### src/rtl/cla_seq_adder.sv
// Multi-cycle adder that reuses one 4-bit carry-lookahead slice, resolving
// one nibble per BUSY cycle and chaining the slice carry through a register.
module cla_seq_adder #(
    parameter int WIDTH = 32
) (
    input  logic             clk,
    input  logic             reset_n,
    input  logic             start,
    input  logic [WIDTH-1:0] a,
    input  logic [WIDTH-1:0] b,
    input  logic             ci,
    output logic [WIDTH-1:0] s,
    output logic             co,
    output logic             ov,
    output logic             busy,
    output logic             done
);

    localparam int SLICES = WIDTH / 4;
    localparam int KW     = (SLICES > 1) ? $clog2(SLICES) : 1;

    typedef enum logic [1:0] {
        IDLE,
        BUSY,
        DONE
    } state_t;

    state_t           state_q;
    logic [WIDTH-1:0] a_q;
    logic [WIDTH-1:0] b_q;
    logic [WIDTH-1:0] s_q;
    logic             c_q;
    logic [KW-1:0]    k_q;
    logic             co_q;
    logic             ov_q;
    logic             busy_q;
    logic             done_q;

    logic [3:0]       aSlice;
    logic [3:0]       bSlice;
    logic [3:0]       gen;
    logic [3:0]       prop;
    logic [4:0]       carry_d;
    logic [3:0]       sumSlice_d;

    // Two-level lookahead: every carry is a flat sum of products of c0.
    always_comb begin
        aSlice     = a_q[{k_q, 2'b00} +: 4];
        bSlice     = b_q[{k_q, 2'b00} +: 4];
        gen        = aSlice & bSlice;
        prop       = aSlice | bSlice;
        carry_d[0] = c_q;
        carry_d[1] = gen[0] | (prop[0] & c_q);
        carry_d[2] = gen[1] | (prop[1] & gen[0]) | (prop[1] & prop[0] & c_q);
        carry_d[3] = gen[2] | (prop[2] & gen[1]) | (prop[2] & prop[1] & gen[0])
                   | (prop[2] & prop[1] & prop[0] & c_q);
        carry_d[4] = gen[3] | (prop[3] & gen[2]) | (prop[3] & prop[2] & gen[1])
                   | (prop[3] & prop[2] & prop[1] & gen[0])
                   | (prop[3] & prop[2] & prop[1] & prop[0] & c_q);
        sumSlice_d = aSlice ^ bSlice ^ carry_d[3:0];
    end

    always_ff @(posedge clk or negedge reset_n) begin
        if (!reset_n) begin
            state_q <= IDLE;
            a_q     <= '0;
            b_q     <= '0;
            s_q     <= '0;
            c_q     <= 1'b0;
            k_q     <= '0;
            co_q    <= 1'b0;
            ov_q    <= 1'b0;
            busy_q  <= 1'b0;
            done_q  <= 1'b0;
        end else begin
            case (state_q)
                IDLE: begin
                    if (start) begin
                        a_q     <= a;
                        b_q     <= b;
                        c_q     <= ci;
                        s_q     <= '0;
                        co_q    <= 1'b0;
                        ov_q    <= 1'b0;
                        k_q     <= '0;
                        busy_q  <= 1'b1;
                        state_q <= BUSY;
                    end
                end
                BUSY: begin
                    s_q[{k_q, 2'b00} +: 4] <= sumSlice_d;
                    c_q <= carry_d[4];
                    k_q <= k_q + KW'(1);
                    // Overflow is the carry into the MSB against the carry out of it.
                    if (k_q == KW'(SLICES - 1)) begin
                        co_q    <= carry_d[4];
                        ov_q    <= carry_d[3] ^ carry_d[4];
                        busy_q  <= 1'b0;
                        done_q  <= 1'b1;
                        state_q <= DONE;
                    end
                end
                DONE: begin
                    done_q  <= 1'b0;
                    state_q <= IDLE;
                end
                default: begin
                    busy_q  <= 1'b0;
                    done_q  <= 1'b0;
                    state_q <= IDLE;
                end
            endcase
        end
    end

    assign s    = s_q;
    assign co   = co_q;
    assign ov   = ov_q;
    assign busy = busy_q;
    assign done = done_q;

endmodule

### config.mk
export PLATFORM = sky130hd
export DESIGN_NAME = cla_seq_adder
export DESIGN_NICKNAME = d
export VERILOG_FILES = /design/src/rtl/cla_seq_adder.sv
export SDC_FILE = /design/constraint.sdc
export NUM_CORES = 1
export LEC_CHECK = 0
export BUFFER_PORTS_ARGS = -buffer_cell sky130_fd_sc_hd__buf_2
export CAP_MARGIN = 0
export CORE_ASPECT_RATIO = 2
export CORE_MARGIN = 2
export CORE_UTILIZATION = 45
export CTS_CLUSTER_DIAMETER = 100
export CTS_CLUSTER_SIZE = 10
export DETAILED_ROUTE_END_ITERATION = 6
export PLACE_DENSITY = 0.73
export SKIP_LAST_GASP = 1
export SLEW_MARGIN = 10
export SYNTH_ARGS = -nofsm -noshare
export SYNTH_HDL_FRONTEND = slang
export SYNTH_SLANG_ARGS = --single-unit
### constraint.sdc
create_clock -name clk -period 4.23 [get_ports clk]
set_input_delay 0.2115 -clock clk [delete_from_list [all_inputs] [get_ports clk]]
set_output_delay 0.2115 -clock clk [all_outputs]
set_load 0.005 [all_outputs]
==> impl_metrics.prom, run 1 <==
# TYPE chip_impl_metric gauge
chip_impl_info{name="outcome",value="finished, final reports clean"} 1
chip_impl_info{name="start_kind",value="flip-flop"} 1
chip_impl_metric{name="die_width",unit="um"} 78.8
chip_impl_metric{name="report.final.hold_viol_count",unit=""} 0
chip_impl_metric{name="fillerInstances",unit=""} 962
chip_impl_metric{name="timing.hold.ws",unit="ns"} 0.0475
chip_impl_metric{name="cp.required",unit="ns"} 4.43
chip_impl_info{name="slowest_stage",value="sky130_fd_sc_hd__dfrtp_1"} 1
chip_impl_metric{name="pin_count_of_the_biggest_net_entering_global_routing",unit=""} 75
chip_impl_metric{name="globalRouteTotalUtil",unit="%"} 20.9
chip_impl_metric{name="worst-slew-pin-transition",unit="ns"} 0.990
chip_impl_metric{name="ys_async_rst_share",unit="%"} 100
chip_impl_metric{name="synthDistinctLibCells",unit=""} 49
chip_impl_metric{name="post-route-period-util",unit="%"} 80.7
chip_impl_metric{name="hpwl",unit="um"} 8980
chip_impl_metric{name="gp_routability_congestion",unit=""} 0.964
chip_impl_metric{name="drc",unit=""} 0
chip_impl_metric{name="insertion_delay",unit="ns"} 0.35
chip_impl_metric{name="timing.max_cap.violations",unit=""} 0
chip_impl_metric{name="detailedRoute.firstPassIterationCount",unit=""} 5
chip_impl_info{name="cts_tree",value="done"} 1
chip_impl_metric{name="cts.reportedPaths.clkPinSlew",unit="ns"} 0.07
chip_impl_metric{name="vias_per_cell",unit=""} 5.25
chip_impl_info{name="hold_class",value="input port to flip-flop"} 1
chip_impl_metric{name="multi_input_area",unit="um^2"} 2220
chip_impl_metric{name="power.static_leakage",unit="nW"} 3.15
chip_impl_metric{name="ctsHtreeMaxLevel",unit=""} 3
chip_impl_metric{name="seq_area_frac_synth",unit="%"} 52.7
chip_impl_metric{name="core_footprint",unit="um^2"} 10900
chip_impl_info{name="most_common_library_cell_in_the_layout_ignoring_fill_and_taps",value="sky130_fd_sc_hd__nand2_1"} 1
chip_impl_info{name="reg2reg_to",value="s[3]$_DFFE_PN0P_"} 1
chip_impl_metric{name="worstPathArrival",unit="ns"} 3.61
chip_impl_metric{name="syn-instance-count",unit=""} 510
chip_impl_metric{name="cts_inserted_buffers",unit=""} 9
chip_impl_info{name="critical_path_class",value="flip-flop to flip-flop"} 1
chip_impl_metric{name="setup.reg_to_reg.worst_slack",unit="ns"} 0.81
chip_impl_metric{name="drt-initial-drc-count",unit=""} 141
chip_impl_metric{name="antenna_violating_nets_post_route",unit=""} 0
chip_impl_metric{name="dr_total_vias",unit=""} 3939
chip_impl_metric{name="synth.top_cell.area_share",unit="%"} 52.7
chip_impl_metric{name="critPathMaxFanout",unit=""} 17
chip_impl_metric{name="end_of_flow_core_utilization",unit="%"} 54.8
chip_impl_metric{name="netlist_area",unit="um^2"} 5040
chip_impl_info{name="worst_setup_path_end_kind",value="flip-flop"} 1
chip_impl_metric{name="areaGrowthSynthToFinish",unit="%"} 18.3
chip_impl_info{name="hold_path_startpoint",value="a[31]"} 1
chip_impl_info{name="top_post_synthesis_cells_by_area",value="sky130_fd_sc_hd__dfrtp_1 (53%), sky130_fd_sc_hd__nand2_1 (16%), sky130_fd_sc_hd__mux4_2 (7.2%)"} 1
chip_impl_metric{name="power_share_of_the_sequential_group",unit="%"} 36.5
chip_impl_info{name="most_frequent_cells_in_the_layout",value="sky130_fd_sc_hd__nand2_1 (214), sky130_fd_sc_hd__dfrtp_1 (106), sky130_fd_sc_hd__buf_2 (102), sky130_fd_sc_hd__a22o_1 (20)"} 1
chip_impl_metric{name="nNetsFinal",unit=""} 691
chip_impl_metric{name="antenna_cells",unit=""} 0
chip_impl_metric{name="floorplan.initialDensity",unit="%"} 46.3
chip_impl_metric{name="grt_antenna_before_repair",unit=""} 0
chip_impl_metric{name="die_h",unit="um"} 154
chip_impl_metric{name="max_slew_margin",unit="%"} 34.0
chip_impl_metric{name="clock.fmax",unit="MHz"} 293
chip_impl_metric{name="mappedNetlistNets",unit=""} 595
chip_impl_info{name="worst_r2r_startpoint",value="k_q[0]$_DFFE_PN0P_"} 1
chip_impl_metric{name="total_clock_sinks",unit=""} 106
chip_impl_metric{name="place_inst",unit=""} 734
chip_impl_metric{name="rows",unit=""} 54
chip_impl_metric{name="portion_of_total_power_attributed_to_the_clock_network",unit="%"} 16.4
chip_impl_metric{name="total_length_of_routed_met2_wires",unit="um"} 6580
chip_impl_metric{name="portBuffers",unit=""} 103
chip_impl_metric{name="max-vdd-ir-drop",unit="V"} 0.000435
chip_impl_info{name="critPathCapture",value="s[3]$_DFFE_PN0P_"} 1
chip_impl_metric{name="cell_count_of_the_worst_reg_to_reg_path",unit=""} 9
chip_impl_info{name="clockRootBuffer",value="sky130_fd_sc_hd__clkbuf_16"} 1
chip_impl_metric{name="timing.final.crit_period",unit="ns"} 3.42
chip_impl_metric{name="final.setup.tns",unit="ns"} 0
chip_impl_metric{name="post_route_cells_drive_above_1_share",unit="%"} 24.2
chip_impl_metric{name="ctsLongestPathBuffers",unit=""} 2
chip_impl_metric{name="routedWlPerCell",unit="um"} 15.7
chip_impl_info{name="rsz0062_at_grt",value="false"} 1
chip_impl_metric{name="power_density",unit="nW/um^2"} 835
chip_impl_metric{name="yosys_register_bits",unit=""} 106
chip_impl_metric{name="grt_pass1_vias",unit=""} 4180
chip_impl_info{name="cp-startpoint",value="k_q[0]$_DFFE_PN0P_"} 1
chip_impl_metric{name="net-switching-power",unit="W"} 0.00206
chip_impl_metric{name="worst_clock_skew",unit="ns"} 0.00545
chip_impl_metric{name="dr_wl_met3",unit="um"} 443
chip_impl_metric{name="worst_path_largest_cell_delay",unit="ns"} 0.99
chip_impl_metric{name="cell_internal_pwr",unit="W"} 0.00291
chip_impl_metric{name="synth_edf_count",unit=""} 0
chip_impl_info{name="cp_cell_sequence",value="mux4_2 -> nand2_1 -> and2_1 -> inv_1 -> ha_1 -> nor2b_1 -> a211oi_2 -> o221ai_1 -> o21ai_0"} 1
chip_impl_metric{name="top_level_ports",unit=""} 104
chip_impl_metric{name="area.sequential",unit="um^2"} 2650
chip_impl_metric{name="finalSetupViolations",unit=""} 0
chip_impl_metric{name="global_route_wire_length_before_repair",unit="um"} 19700
chip_impl_metric{name="synth_warnings",unit=""} 0
chip_impl_metric{name="finalMaxSlewViolations",unit=""} 0
chip_impl_metric{name="globalRouteOverflowTotal",unit=""} 0
chip_impl_info{name="synth_area_leader_cell",value="sky130_fd_sc_hd__dfrtp_1"} 1
chip_impl_info{name="highest-signal-layer",value="met4"} 1
chip_impl_metric{name="routed_wl",unit="um"} 11800
chip_impl_metric{name="routedLengthMet1",unit="um"} 4180
chip_impl_metric{name="power_switching_share",unit="%"} 41.4
chip_impl_metric{name="pwr-share-comb",unit="%"} 47.1
chip_impl_info{name="synth-main-ff-cell",value="sky130_fd_sc_hd__dfrtp_1"} 1
chip_impl_metric{name="floorplan.die_area",unit="um^2"} 12100
chip_impl_metric{name="final-instance-count-excl-fill",unit=""} 751
chip_impl_metric{name="syn-mean-instance-area",unit="um^2"} 9.87
[registers in the layout (all words and copies together) (netlist names)]
| signal | count |
|---|---|
| a_q | 32 |
| b_q | 32 |
| busy | 1 |
| c_q | 1 |
| co | 1 |
| done | 1 |
| k_q | 3 |
| ov | 1 |
| s | 32 |
| state_q | 2 |
[area by class of cell]
| type | count | area share [%] |
|---|---|---|
| inverter | 14 | 0.882 |
| clock buffer | 11 | 3.91 |
| sequential | 106 | 44.5 |
| timing repair buffer | 109 | 9.50 |
| tap | 140 | 2.94 |
| clock inverter | 5 | 0.924 |
| multi-input combinational | 366 | 37.3 |
[power by group through the flow]
stage / combinational (W) / clock, W / sequential [W]
floorplan: 0.00175 / 0 / 0.00168
global placement: 0.00227 / 0 / 0.00181
detailed placement: 0.00235 / 0 / 0.00184
CTS: 0.00237 / 0.000836 / 0.00182
global route: 0.00263 / 0.000870 / 0.00187
finish: 0.00234 / 0.000817 / 0.00181
[synthesized netlist by cell type (3+ instances only)]
cell,count
sky130_fd_sc_hd__nand2_1,214
sky130_fd_sc_hd__dfrtp_1,106
sky130_fd_sc_hd__a22o_1,20
sky130_fd_sc_hd__ha_1,16
sky130_fd_sc_hd__mux4_2,16
sky130_fd_sc_hd__a21oi_1,12
sky130_fd_sc_hd__inv_1,12
sky130_fd_sc_hd__buf_2,10
sky130_fd_sc_hd__clkbuf_1,10
sky130_fd_sc_hd__nand3_1,10
sky130_fd_sc_hd__o21ai_0,10
sky130_fd_sc_hd__nor2_1,9
sky130_fd_sc_hd__and2_1,8
sky130_fd_sc_hd__nor2b_1,6
sky130_fd_sc_hd__o2bb2ai_1,5
sky130_fd_sc_hd__buf_4,3
sky130_fd_sc_hd__nand3b_1,3
sky130_fd_sc_hd__o21ai_1,3
[timing repair]
action / in CTS / in global routing
resized for setup: 0 / 0
hold endpoints to repair: 59 / 0
hold buffers: 1 / 0
setup buffers: 0 / 0
[layer usage]
metal,vias up,track usage (%)
li1,1893,-
met1,1897,22.6
met2,116,37.6
met3,33,3.64
met4,0,11.9
met5,-,0
[cells by family after synthesis]
| logic type | Yosys count | share of synthesized area (%) |
|---|---|---|
| simple gates | 271 | 23.4 |
| flops | 106 | 52.7 |
| mux | 18 | 7.60 |
| fa+ha+maj | 17 | 4.37 |
| compound gates | 57 | 8.10 |
| buf+inv | 38 | 3.33 |
| xor+xnor | 3 | 0.522 |
[worst min-delay path by stage]
| stage | to | depth (start not counted) |
|---|---|---|
| final | a_q[31]$_DFFE_PN0P_ | 3 |
| after global routing | a_q[31]$_DFFE_PN0P_ | 3 |
| after global placement | s[9]$_DFFE_PN0P_ | 1 |
| after CTS | a_q[31]$_DFFE_PN0P_ | 3 |
| after floorplan | a_q[0]$_DFFE_PN0P_ | 0 |
| after detailed placement | s[8]$_DFFE_PN0P_ | 1 |
[worst max-delay path: cells and delay by family, from the launching register on]
family	cells	cell delay [ns]
AO/OA/AOI/OAI	3	0.90
adder cells (fa/ha/maj)	1	0.22
buffers and inverters	1	0.06
flip-flops	1	0.99
multiplexers	1	0.61
AND/OR/NAND/NOR	3	0.46
[through the flow]
| step | cell area (um^2) | power, W | setup slack, ns |
|---|---|---|---|
| 6_report | 5960 | 0.00497 | 0.814 |
| 4_1_cts | 5960 | 0.00503 | 0.759 |
| 2_1_floorplan | 5040 | 0.00343 | 1.58 |
| 3_5_place_dp | 5660 | 0.00419 | 0.788 |
| 3_3_place_gp | 5660 | 0.00408 | 0.857 |
| 5_1_grt | 5960 | 0.00538 | 0.501 |
Note: power is estimated with default switching activity, not from simulation.
==> run 2: changes to the inputs <==
- clock period: 4.23 -> 3.56 ns (I/O delays scaled with it)
==> run 2 against run 1 <==
Effect of this change:
- the run now ends with negative hold slack left
- setup slack worse by 0.074 ns
- register-to-register slack lost 0.07 ns
- non-clock buffer count rose by 3
==> impl_metrics.prom, run 2 (synthesized netlist as in run 1, its figures left out) <==
# TYPE chip_impl_metric gauge
chip_impl_metric{name="pin_count_of_the_biggest_net_entering_global_routing",unit=""} 82
chip_impl_metric{name="ctsHtreeMaxLevel",unit=""} 3
chip_impl_metric{name="worstPathArrival",unit="ns"} 3.10
chip_impl_info{name="most_frequent_cells_in_the_layout",value="sky130_fd_sc_hd__nand2_1 (214), sky130_fd_sc_hd__dfrtp_1 (106), sky130_fd_sc_hd__buf_2 (102), sky130_fd_sc_hd__a22o_1 (20)"} 1
chip_impl_metric{name="cell_count_of_the_worst_reg_to_reg_path",unit=""} 10
chip_impl_metric{name="fillerInstances",unit=""} 958
chip_impl_metric{name="nNetsFinal",unit=""} 694
chip_impl_metric{name="hpwl",unit="um"} 8770
chip_impl_metric{name="clock.fmax",unit="MHz"} 355
chip_impl_metric{name="worst_clock_skew",unit="ns"} 0.00749
chip_impl_info{name="rsz0062_at_grt",value="false"} 1
chip_impl_metric{name="timing.hold.ws",unit="ns"} -0.0156
chip_impl_metric{name="finalSetupViolations",unit=""} 0
chip_impl_metric{name="die_h",unit="um"} 154
chip_impl_info{name="critical_path_class",value="flip-flop to flip-flop"} 1
chip_impl_metric{name="insertion_delay",unit="ns"} 0.35
chip_impl_metric{name="routedWlPerCell",unit="um"} 15.2
chip_impl_metric{name="place_inst",unit=""} 738
chip_impl_metric{name="cts.reportedPaths.clkPinSlew",unit="ns"} 0.07
chip_impl_metric{name="worst-slew-pin-transition",unit="ns"} 0.979
chip_impl_metric{name="final-instance-count-excl-fill",unit=""} 754
chip_impl_metric{name="ctsLongestPathBuffers",unit=""} 2
chip_impl_info{name="cts_tree",value="done"} 1
chip_impl_metric{name="global_route_wire_length_before_repair",unit="um"} 18900
chip_impl_metric{name="drc",unit=""} 0
chip_impl_metric{name="post-route-period-util",unit="%"} 79.2
chip_impl_metric{name="globalRouteTotalUtil",unit="%"} 20.2
chip_impl_metric{name="post_route_cells_drive_above_1_share",unit="%"} 25.1
chip_impl_metric{name="antenna_violating_nets_post_route",unit=""} 0
chip_impl_metric{name="antenna_cells",unit=""} 0
chip_impl_info{name="outcome",value="finished, violations left"} 1
chip_impl_metric{name="vias_per_cell",unit=""} 5.21
chip_impl_metric{name="setup.reg_to_reg.worst_slack",unit="ns"} 0.74
chip_impl_metric{name="drt-initial-drc-count",unit=""} 166
chip_impl_info{name="hold_class",value="input port to asynchronous set/reset pin"} 1
chip_impl_metric{name="grt_pass1_vias",unit=""} 4092
chip_impl_metric{name="power_density",unit="nW/um^2"} 1000
chip_impl_metric{name="critPathMaxFanout",unit=""} 19
chip_impl_metric{name="cts_post_setup_buffers_inserted",unit=""} 0
chip_impl_metric{name="timing.final.crit_period",unit="ns"} 2.82
chip_impl_info{name="worst_setup_path_end_kind",value="flip-flop"} 1
chip_impl_metric{name="end_of_flow_core_utilization",unit="%"} 55.2
chip_impl_metric{name="grt_antenna_before_repair",unit=""} 0
chip_impl_metric{name="dr_total_vias",unit=""} 3926
chip_impl_metric{name="finalMaxSlewViolations",unit=""} 0
chip_impl_metric{name="floorplan.initialDensity",unit="%"} 46.3
chip_impl_metric{name="final.setup.tns",unit="ns"} 0
chip_impl_metric{name="core_footprint",unit="um^2"} 10900
chip_impl_info{name="worst_r2r_startpoint",value="k_q[0]$_DFFE_PN0P_"} 1
chip_impl_metric{name="routed_wl",unit="um"} 11400
chip_impl_metric{name="detailedRoute.firstPassIterationCount",unit=""} 4
chip_impl_metric{name="die_width",unit="um"} 78.8
chip_impl_metric{name="timing.max_cap.violations",unit=""} 0
chip_impl_metric{name="cts_inserted_buffers",unit=""} 9
chip_impl_metric{name="cts_resized",unit=""} 0
chip_impl_info{name="reg2reg_to",value="s[2]$_DFFE_PN0P_"} 1
chip_impl_metric{name="ctsHoldBuffers",unit=""} 0
chip_impl_metric{name="max-vdd-ir-drop",unit="V"} 0.000509
chip_impl_metric{name="areaGrowthSynthToFinish",unit="%"} 19.2
chip_impl_metric{name="gp_routability_congestion",unit=""} 0.904
chip_impl_info{name="clockRootBuffer",value="sky130_fd_sc_hd__clkbuf_16"} 1
chip_impl_metric{name="globalRouteOverflowTotal",unit=""} 0
chip_impl_metric{name="report.final.hold_viol_count",unit=""} 12
chip_impl_metric{name="max_slew_margin",unit="%"} 34.7
chip_impl_info{name="most_common_library_cell_in_the_layout_ignoring_fill_and_taps",value="sky130_fd_sc_hd__nand2_1"} 1
chip_impl_info{name="start_kind",value="flip-flop"} 1
chip_impl_metric{name="rows",unit=""} 54
chip_impl_metric{name="total_clock_sinks",unit=""} 106
chip_impl_metric{name="portBuffers",unit=""} 103
chip_impl_info{name="violations",value="negative hold slack"} 1
chip_impl_metric{name="top_level_ports",unit=""} 104
chip_impl_metric{name="floorplan.die_area",unit="um^2"} 12100
chip_impl_metric{name="cp.required",unit="ns"} 3.84
chip_impl_metric{name="power.static_leakage",unit="nW"} 3.18
==> run 2: changes by cell type in the layout (fill, tap and decap cells not counted), sizes merged <==
cell         change
clkinvlp         +1
dlygate4sd3      -1
clkbuf           -2
buf              +4
inv              +1
==> run 2: power breakdown <==
group / switching, W / total [W] / internal (W) / leakage, nW
Clock: 0.000454 / 0.00100 / 0.000550 / 0.138
Combinational: 0.00167 / 0.00292 / 0.00125 / 1.68
Sequential: 0.000343 / 0.00208 / 0.00174 / 1.36
Total: 0.00247 / 0.00601 / 0.00353 / 3.18
==> run 2: how the worst max path moves through the flow <==
stage / from / to / slack [ns] / cells after the start
finish: k_q[0]$_DFFE_PN0P_ / s[2]$_DFFE_PN0P_ / 0.74 / 10
global route: k_q[0]$_DFFE_PN0P_ / s[2]$_DFFE_PN0P_ / 0.41 / 10
CTS: k_q[0]$_DFFE_PN0P_ / s[2]$_DFFE_PN0P_ / 0.69 / 10
detailed placement: k_q[0]$_DFFE_PN0P_ / s[2]$_DFFE_PN0P_ / 0.73 / 10
global placement: k_q[0]$_DFFE_PN0P_ / s[2]$_DFFE_PN0P_ / 0.84 / 10
floorplan: k_q[0]$_DFFE_PN0P_ / s[3]$_DFFE_PN0P_ / 0.91 / 9
==> run 2: worst max-delay path: stages, from the launching register on <==
cell                      delay, ns
sky130_fd_sc_hd__dfrtp_1       0.32
sky130_fd_sc_hd__buf_4         0.31
sky130_fd_sc_hd__mux4_2        0.55
sky130_fd_sc_hd__nand2_1       0.08
sky130_fd_sc_hd__and2_1        0.15
sky130_fd_sc_hd__inv_1         0.05
sky130_fd_sc_hd__ha_1          0.23
sky130_fd_sc_hd__nor2b_1       0.19
sky130_fd_sc_hd__a21oi_1       0.08
sky130_fd_sc_hd__xor2_1        0.51
sky130_fd_sc_hd__mux2_2        0.27
==> run 2: final cells by class <==
class                           count  area, um^2  share of cell area (%)
Multi-Input combinational cell    366        2220                    37.0
Clock inverter                      7        78.8                    1.31
Timing Repair Buffer              112         598                    9.96
Tap cell                          140         175                    2.92
Clock buffer                        9         225                    3.75
Sequential cell                   106        2650                    44.2
Inverter                           14        52.6                   0.875
==> run 2: per-stage QoR <==
step	hold slack (ns)	power [W]	area (um^2)	setup WS (ns)
final	-0.0156	0.00601	6000	0.741
after floorplan	-0.118	0.00408	5040	0.908
after global placement	0.371	0.00491	5700	0.836
after CTS	0.00159	0.00605	6000	0.690
after global routing	0.0108	0.00647	6000	0.408
after detailed placement	0.371	0.00503	5700	0.727
==> run 2: per-layer routing <==
layer  up-vias  wire (um)  track usage, %
met1      1874       4160            21.5
met3        35        425            3.81
met5         -          0               0
met4         0        499            11.2
met2       115       6360            36.4
li1       1902          -               -
